===== src/rtl/instruction_fetch_unit_pkg.sv =====
// instruction_fetch_unit_pkg: fetch state encoding and widths shared by control, fetch and decode
package instruction_fetch_unit_pkg;
  typedef enum logic [1:0] {IDLE, REQ, FDONE, PCDONE} fetch_state_t;
  localparam int INSTR_BYTES = 4;
  localparam int DEF_ADDR_W = 32;
  localparam int DEF_DATA_W = 32;
endpackage


===== src/rtl/fetch_timeout_counter.sv =====
// fetch_timeout_counter: cycles spent waiting on instruction memory, saturating at its terminal count
module fetch_timeout_counter #(
  parameter int TIMEOUT_CYCLES = 16
) (
  input  logic clk,
  input  logic rst_n,
  input  logic clear,
  input  logic enable,
  output logic tc
);
  localparam int CW = $clog2(TIMEOUT_CYCLES);
  logic [CW-1:0] count;
  always_ff @(posedge clk or negedge rst_n)
    if (!rst_n) count <= '0;
    else if (clear) count <= '0;
    else if (enable && !tc) count <= count + CW'(1);
  assign tc = count == CW'(TIMEOUT_CYCLES - 1);
endmodule


===== src/rtl/instruction_fetch_unit.sv =====
// instruction_fetch_unit: PC owner and instruction-memory reader driven by control-unit handshakes
module instruction_fetch_unit
  import instruction_fetch_unit_pkg::*;
#(
  parameter int ADDR_W = DEF_ADDR_W,
  parameter int DATA_W = DEF_DATA_W,
  parameter logic [ADDR_W-1:0] RESET_PC = '0,
  parameter int TIMEOUT_CYCLES = 16
) (
  input  logic              clk,
  input  logic              rst_n,
  input  logic              startInstructionFetch,
  input  logic              programCounterWrite,
  input  logic              branchTaken,
  input  logic [ADDR_W-1:0] branchTarget,
  input  logic              haltExecution,
  output logic              instructionFetched,
  output logic              programCounterUpdated,
  output logic [DATA_W-1:0] instruction,
  output logic [ADDR_W-1:0] pcOut,
  output logic              imemReq,
  output logic [ADDR_W-1:0] imemAddr,
  input  logic [DATA_W-1:0] imemRdata,
  input  logic              imemAck,
  output logic              fetchFault,
  output logic              alignFault
);
  fetch_state_t state, next_state;
  logic accept_pc, accept_fetch, tc, timeout;
  assign accept_pc = state == IDLE && !haltExecution && programCounterWrite;
  assign accept_fetch = state == IDLE && !haltExecution && !programCounterWrite && startInstructionFetch;
  assign timeout = state == REQ && !imemAck && tc;
  fetch_timeout_counter #(.TIMEOUT_CYCLES(TIMEOUT_CYCLES)) u_timeout (
    .clk(clk),
    .rst_n(rst_n),
    .clear(accept_fetch),
    .enable(state == REQ),
    .tc(tc)
  );
  always_ff @(posedge clk or negedge rst_n)
    if (!rst_n) state <= IDLE;
    else state <= next_state;
  always_comb begin
    next_state = state;
    case (state)
      IDLE:    next_state = accept_pc ? PCDONE : accept_fetch ? REQ : IDLE;
      REQ:     next_state = imemAck ? FDONE : tc ? IDLE : REQ;
      default: next_state = IDLE;
    endcase
  end
  always_comb begin
    imemReq = state == REQ;
    instructionFetched = state == FDONE;
    programCounterUpdated = state == PCDONE;
  end
  always_ff @(posedge clk or negedge rst_n)
    if (!rst_n) begin
      pcOut <= RESET_PC;
      imemAddr <= RESET_PC;
      instruction <= '0;
      fetchFault <= 1'b0;
      alignFault <= 1'b0;
    end else begin
      if (accept_pc) pcOut <= branchTaken ? {branchTarget[ADDR_W-1:2], 2'b00} : pcOut + ADDR_W'(INSTR_BYTES);
      if (accept_pc && branchTaken && branchTarget[1:0] != 2'b00) alignFault <= 1'b1;
      if (accept_fetch) imemAddr <= pcOut;
      if (state == REQ && imemAck) instruction <= imemRdata;
      if (timeout) fetchFault <= 1'b1;
    end
endmodule

===== config.mk =====
export PLATFORM = sky130hd
export DESIGN_NAME = instruction_fetch_unit
export DESIGN_NICKNAME = d
export VERILOG_FILES = /design/src/rtl/instruction_fetch_unit_pkg.sv /design/src/rtl/fetch_timeout_counter.sv /design/src/rtl/instruction_fetch_unit.sv
export SDC_FILE = /design/constraint.sdc
export NUM_CORES = 1
export LEC_CHECK = 0
export CORE_UTILIZATION = 45
export DETAILED_ROUTE_END_ITERATION = 7
export GPL_TIMING_DRIVEN = 0
export PLACE_DENSITY = 0.81
export SLEW_MARGIN = 40
export SYNTH_ARGS = -nofsm -noshare
export SYNTH_HDL_FRONTEND = slang
export SYNTH_SLANG_ARGS = --single-unit

===== constraint.sdc =====
create_clock -name clk -period 5 [get_ports clk]
set_input_delay 0.5 -clock clk [delete_from_list [all_inputs] [get_ports clk]]
set_output_delay 0.5 -clock clk [all_outputs]
set_load 0.05 [all_outputs]

* Word level (Yosys, flattened, before mapping)
Cells that the tools add are included. W data, S select, Z words.
Storage, ports and cells: input port bits 71, ROM bits 0, output and inout bits 101, memories kept 0, RAM bits 0, word-level logic and storage cells 38, register bits after elaboration 104, bits in latches 0
Operators by class: reduce and logical (&&, ||, !) cells 17, multipliers 0, shift-type cells 0, divide/modulo/power cells 0, eq/ne operators 4, $lt $le $gt $ge 0, $add $sub $neg 2, bitwise logic cells 0, multiplexer cells 8
Operator list (number):
- $add A32 B3 Y32 const B | 1
- $mux W32 | 1
- $logic_and A1 B1 Y1 | 10
- $mux W4 | 2
- $add A4 B1 Y4 const B | 1
- $eq A2 B2 Y1 const B | 2
- $eq A4 B4 Y1 const B | 1
- $logic_not A1 Y1 | 4
- $mux W2 | 2
- $pmux W2 S2 | 1
- $reduce_bool A2 Y1 | 2
- $eq A2 B1 Y1 const B | 1
- $logic_not A2 Y1 | 1
- $mux W1 | 2

* Longest topological paths before layout
depth after elaboration 7, depth in mapped cells 7, depth with buffers taken out 6

* By module
A second synthesis with hierarchy kept.
Unflattened totals: cell total of the unflattened synthesis 440, area total of the unflattened synthesis 4909.7 um^2
Modules (own cells, without submodules):
- instruction_fetch_unit | area each 4680.7 um^2, sequential area each 2402.3 um^2, cells each 420, instances 1
- fetch_timeout_counter | area each 229.0 um^2, sequential area each 100.1 um^2, cells each 20, instances 1

* Worst setup path after synthesis
Ideal clock, no wire load.
path type register -> register, from reg state[1], to reg instruction[10], period minus slack after synthesis 2150 ps, stages on the path, launching flop included 5, buffers on the path 1, slack 2850 ps, arrival 2026 ps, path through dfrtp_1 nor2b_1 nand2_1 buf_1 mux2_2
On the way: longest elaborated chain between the ends 2
RTL lines:
- start: declaration | RTL line instruction_fetch_unit.sv:28 | fetch_state_t state, next_state;
- start signal: assignment | RTL line instruction_fetch_unit.sv:42 | else state <= next_state;
- $eq A2 B1 Y1
- via imemReq | RTL line instruction_fetch_unit.sv:21 | output logic imemReq,
- $logic_and A1 B1 Y1 | RTL line instruction_fetch_unit.sv:67 | if (state == REQ && imemAck) instruction <= imemRdata;
- end signal: assignment | RTL line instruction_fetch_unit.sv:67
- end: declaration | RTL line instruction_fetch_unit.sv:19 | output logic [DATA_W-1:0] instruction,
The timed path passes the listed nets, and every way through them passes these cells. A chain may end at the register's enable or synchronous reset.

* Worst setup path in the final report
from in haltExecution, to reg pcOut[3]
On the way: longest elaborated chain between the ends 3
RTL lines:
- start: declaration | RTL line instruction_fetch_unit.sv:16 | input logic haltExecution,
- $logic_not A1 Y1 | RTL line instruction_fetch_unit.sv:30 | assign accept_pc = state == IDLE && !haltExecution && programCounterWrite;
- $logic_and A1 B1 Y1 (2 in a row) | RTL line instruction_fetch_unit.sv:30
- end signal: assignment | RTL line instruction_fetch_unit.sv:64 | if (accept_pc) pcOut <= branchTaken ? {branchTarget[ADDR_W-1:2], 2'b00} : pcOut + ADDR_W'(INSTR_BYTES);
- end: declaration | RTL line instruction_fetch_unit.sv:20 | output logic [ADDR_W-1:0] pcOut,
No other way between the ends.

==> results.json <==
{
  "finalClockSkew_ns": 0.0114,
  "yosys.cell_types.count": 52,
  "tritoncts": "yes",
  "critPathRequiredTime_ns": 5.22,
  "max-cap-violations": 0,
  "reg2reg_slack_ns": 2.65,
  "synth_cells": 416,
  "synth_top_family_by_area": "multiplexers",
  "r2r_cells": 6,
  "min_period_ns": 2.49,
  "finalCritPeriodShare_pct": 49.8,
  "crit_type": "in2reg",
  "worstHoldPathCells": 1,
  "synth_fa_ha_area_share_pct": 0.537,
  "synthXorXnorAreaFrac_pct": 0.564,
  "slew_viol_final": 0,
  "synth_compound_area_share_pct": 10.8,
  "numPortBuffers": 167,
  "wl_per_cell_um": 18.3,
  "crit_fanout": 10,
  "synth_simple_gate_area_share_pct": 14.6,
  "nets": 672,
  "clkSinkCount": 100,
  "place_area_um2": 6540,
  "first_pass_iters": 5,
  "htree_levels": 3,
  "clock_path_buffers": 2,
  "core_area_um2": 9910,
  "worst-slew-pin-transition_ns": 0.717,
  "hold_end": "fetchFault$_DFFE_PN0P_",
  "finish.instance_area_um2": 6750,
  "grt_max_degree": 73,
  "yosys.area.top_type": "dfrtp_1",
  "grt_pass1_vias": 4028,
  "grt_overflow_total": 0,
  "cts_root_buf": "clkbuf_8",
  "slew_headroom_pct": 51.8,
  "dp_hpwl_mm": 9.79,
  "diodes": 0,
  "reg2reg_from": "state[1]$_DFF_PN0_",
  "fmax_mhz": 402,
  "grt_use_total_pct": 25.8,
  "synthMuxAreaShare_pct": 16.3,
  "syn2layout_area_growth_pct": 44.9,
  "synthArstFlopShare_pct": 100,
  "synth_edf_count": 0,
  "synthFlopType": "dfrtp_1",
  "yosysMostFrequentCell": "dfrtp_1",
  "powerDensity_nw_per_um2": 737,
  "path_cells": "clkdlybuf4s50_1 -> nor3_1 -> and2_1 -> clkbuf_1 -> buf_2 -> buf_1 -> a21oi_1",
  "totalPowerFinal_w": 0.00497,
  "status": "finished, final reports clean",
  "max_stage_delay_ns": 0.48,
  "die_x_um": 104,
  "ir_drop_mv": 0.385,
  "finalHoldViolCount": 0,
  "synth_area_leaders": "dfrtp_1 54%, mux2_2 15%, a21oi_1 3.1%, nand3_1 3.0%, o21ai_0 2.4%",
  "ant_nets": 0,
  "die_h_um": 104,
  "rsz0062_at_grt": "no",
  "synth_top_area_share_pct": 53.7,
  "report.final.setup_viol": 0,
  "die_area_um2": 10800,
  "drc": 0,
  "initial_core_util_pct": 47.0,
  "cp-end-kind": "flip-flop",
  "grt_pass1_wl_mm": 21.6,
  "cts.clk_slew.worst_paths_ns": 0.09,
  "drt-vias-per-instance": 5.61,
  "num_io_pins": 172,
  "postCtsResizedCells": 0,
  "wl_mm": 13.4,
  "critPathArrivalTime_ns": 2.71,
  "antenna_found_initial": 0,
  "drt_iter0_markers": 376,
  "cp_slowest_cell": "buf_1",
  "final_layout_size_suffix_gt1_share_pct": 15.9,
  "ys_seq_elements": 100,
  "synth.cell_area_um2": 4660,
  "hold_path_class": "reg2reg",
  "netlist_top_cells_count": "100 x dfrtp_1, 62 x mux2_2, 29 x a21oi_1, 28 x nand3_1, 23 x nand2_1",
  "vias": 4132,
  "r2r_end": "pcOut[3]$_DFFE_PN0P_",
  "numCtsBuffers": 9,
  "rows": 36,
  "p_leak_nw": 2.75,
  "min-delay-start": "fetchFault$_DFFE_PN0P_",
  "place.gp.congestion": 0.840,
  "ys_seq_area_share_pct": 53.7,
  "ys_warn_count": 0,
  "clkLatencyLatePin_ns": 0.37,
  "cp-start-kind": "input port",
  "syn_area_per_cell_um2": 11.2
}
layer usage:
layer  global-route usage [%]  part of all wire, %  up-vias
met4                     13.2                  3.2        0
li1                         -                    -     1878
met2                     41.7                   49      209
met1                     33.6                   41     2006
met5                        0                    0        -
met3                     4.03                  6.6       39
stage by stage:
stage / setup TNS, ns / std cells / hold slack [ns] / util, % / worst slack, ns
finish: 0 / 736 / 0.473 / 68.1 / 2.51
global route: 0 / 736 / 0.493 / 68.1 / 2.44
CTS: 0 / 736 / 0.479 / 68.1 / 2.60
detailed placement: 0 / 720 / 0.366 / 66.0 / 2.23
global placement: -24.53 / 719 / 0.456 / 65.7 / -0.253
floorplan: 0 / 419 / 0.204 / - / 2.85
cells in the final DEF (no fill, tap or decap), types with 3 or more instances in the layout:
cell type / synthesis / final
a21oi_1: 29 / 29
a2bb2oi_1: 3 / 3
a311oi_1: 3 / 3
a41o_1: 4 / 4
and2_1: 4 / 4
and3_1: 3 / 3
and4_1: 3 / 3
buf_1: 6 / 6
buf_2: 5 / 5
buf_4: 4 / 4
clkbuf_1: 17 / 17
clkbuf_8: 0 / 11
clkdlybuf4s50_1: 0 / 166
conb_1: 1 / 4
dfrtp_1: 100 / 100
inv_1: 3 / 3
mux2_2: 62 / 62
mux2i_1: 6 / 6
nand2_1: 23 / 23
nand3_1: 28 / 28
nand4_1: 8 / 8
nor2_1: 22 / 22
nor2b_1: 6 / 6
nor3_1: 11 / 11
nor4_1: 3 / 3
o21ai_0: 22 / 22
o22ai_1: 3 / 3
critical path, delay by kind of cell:
kind,cells,cell delay (ns)
simple gates,2,0.45
compound gates,1,0.14
buf+inv,4,1.61
worst max-delay path by stage:
stage	startpoint	to	cells past startpoint
final	haltExecution	pcOut[3]$_DFFE_PN0P_	7
after global routing	haltExecution	pcOut[2]$_DFFE_PN0P_	7
after CTS	haltExecution	pcOut[2]$_DFFE_PN0P_	7
after detailed placement	haltExecution	pcOut[2]$_DFFE_PN0P_	7
after global placement	rst_n	instruction[14]$_DFFE_PN0P_	1
after floorplan	state[1]$_DFF_PN0_	instruction[10]$_DFFE_PN0P_	4
registers in the layout, summed over array words and instances, names as in the netlist:
name,cells
fetchFault,1
imemAddr,30
u_timeout.count,4
alignFault,1
pcOut,30
instruction,32
state,2
power breakdown:
part	internal, W	switching [W]	total (W)
combinational	0.00104	0.00189	0.00293
sequential	0.00119	0.000331	0.00152
clock	0.000255	0.000271	0.000527
logic make-up (layout without fill, tap and decap cells):
logic type               count (synthesis)  count (layout)
AND/OR/NAND/NOR                        125             125
AO/OA/AOI/OAI                           81              81
other                                    1               4
multiplexers                            68              68
adder cells (fa/ha/maj)                  2               2
buffers and inverters                   36             220
flip-flops                             100             100
XOR/XNOR                                 3               3
final cells by class:
class	count	area (um^2)
buffer	33	146
clock buffer	11	151
clock inverter	4	48.8
fill	758	3160
inverter	3	11.3
multi-input combinational	283	2010
sequential	100	2500
tap	133	166
timing repair buffer	169	1710
timing repair:
| item | 4_1_cts | 5_1_grt |
|---|---|---|
| hold buffers | 1 | 0 |
| setup buffers | 0 | 0 |
| hold endpoints to repair | 28 | 0 |
Note: power is estimated with default switching activity, not from simulation.
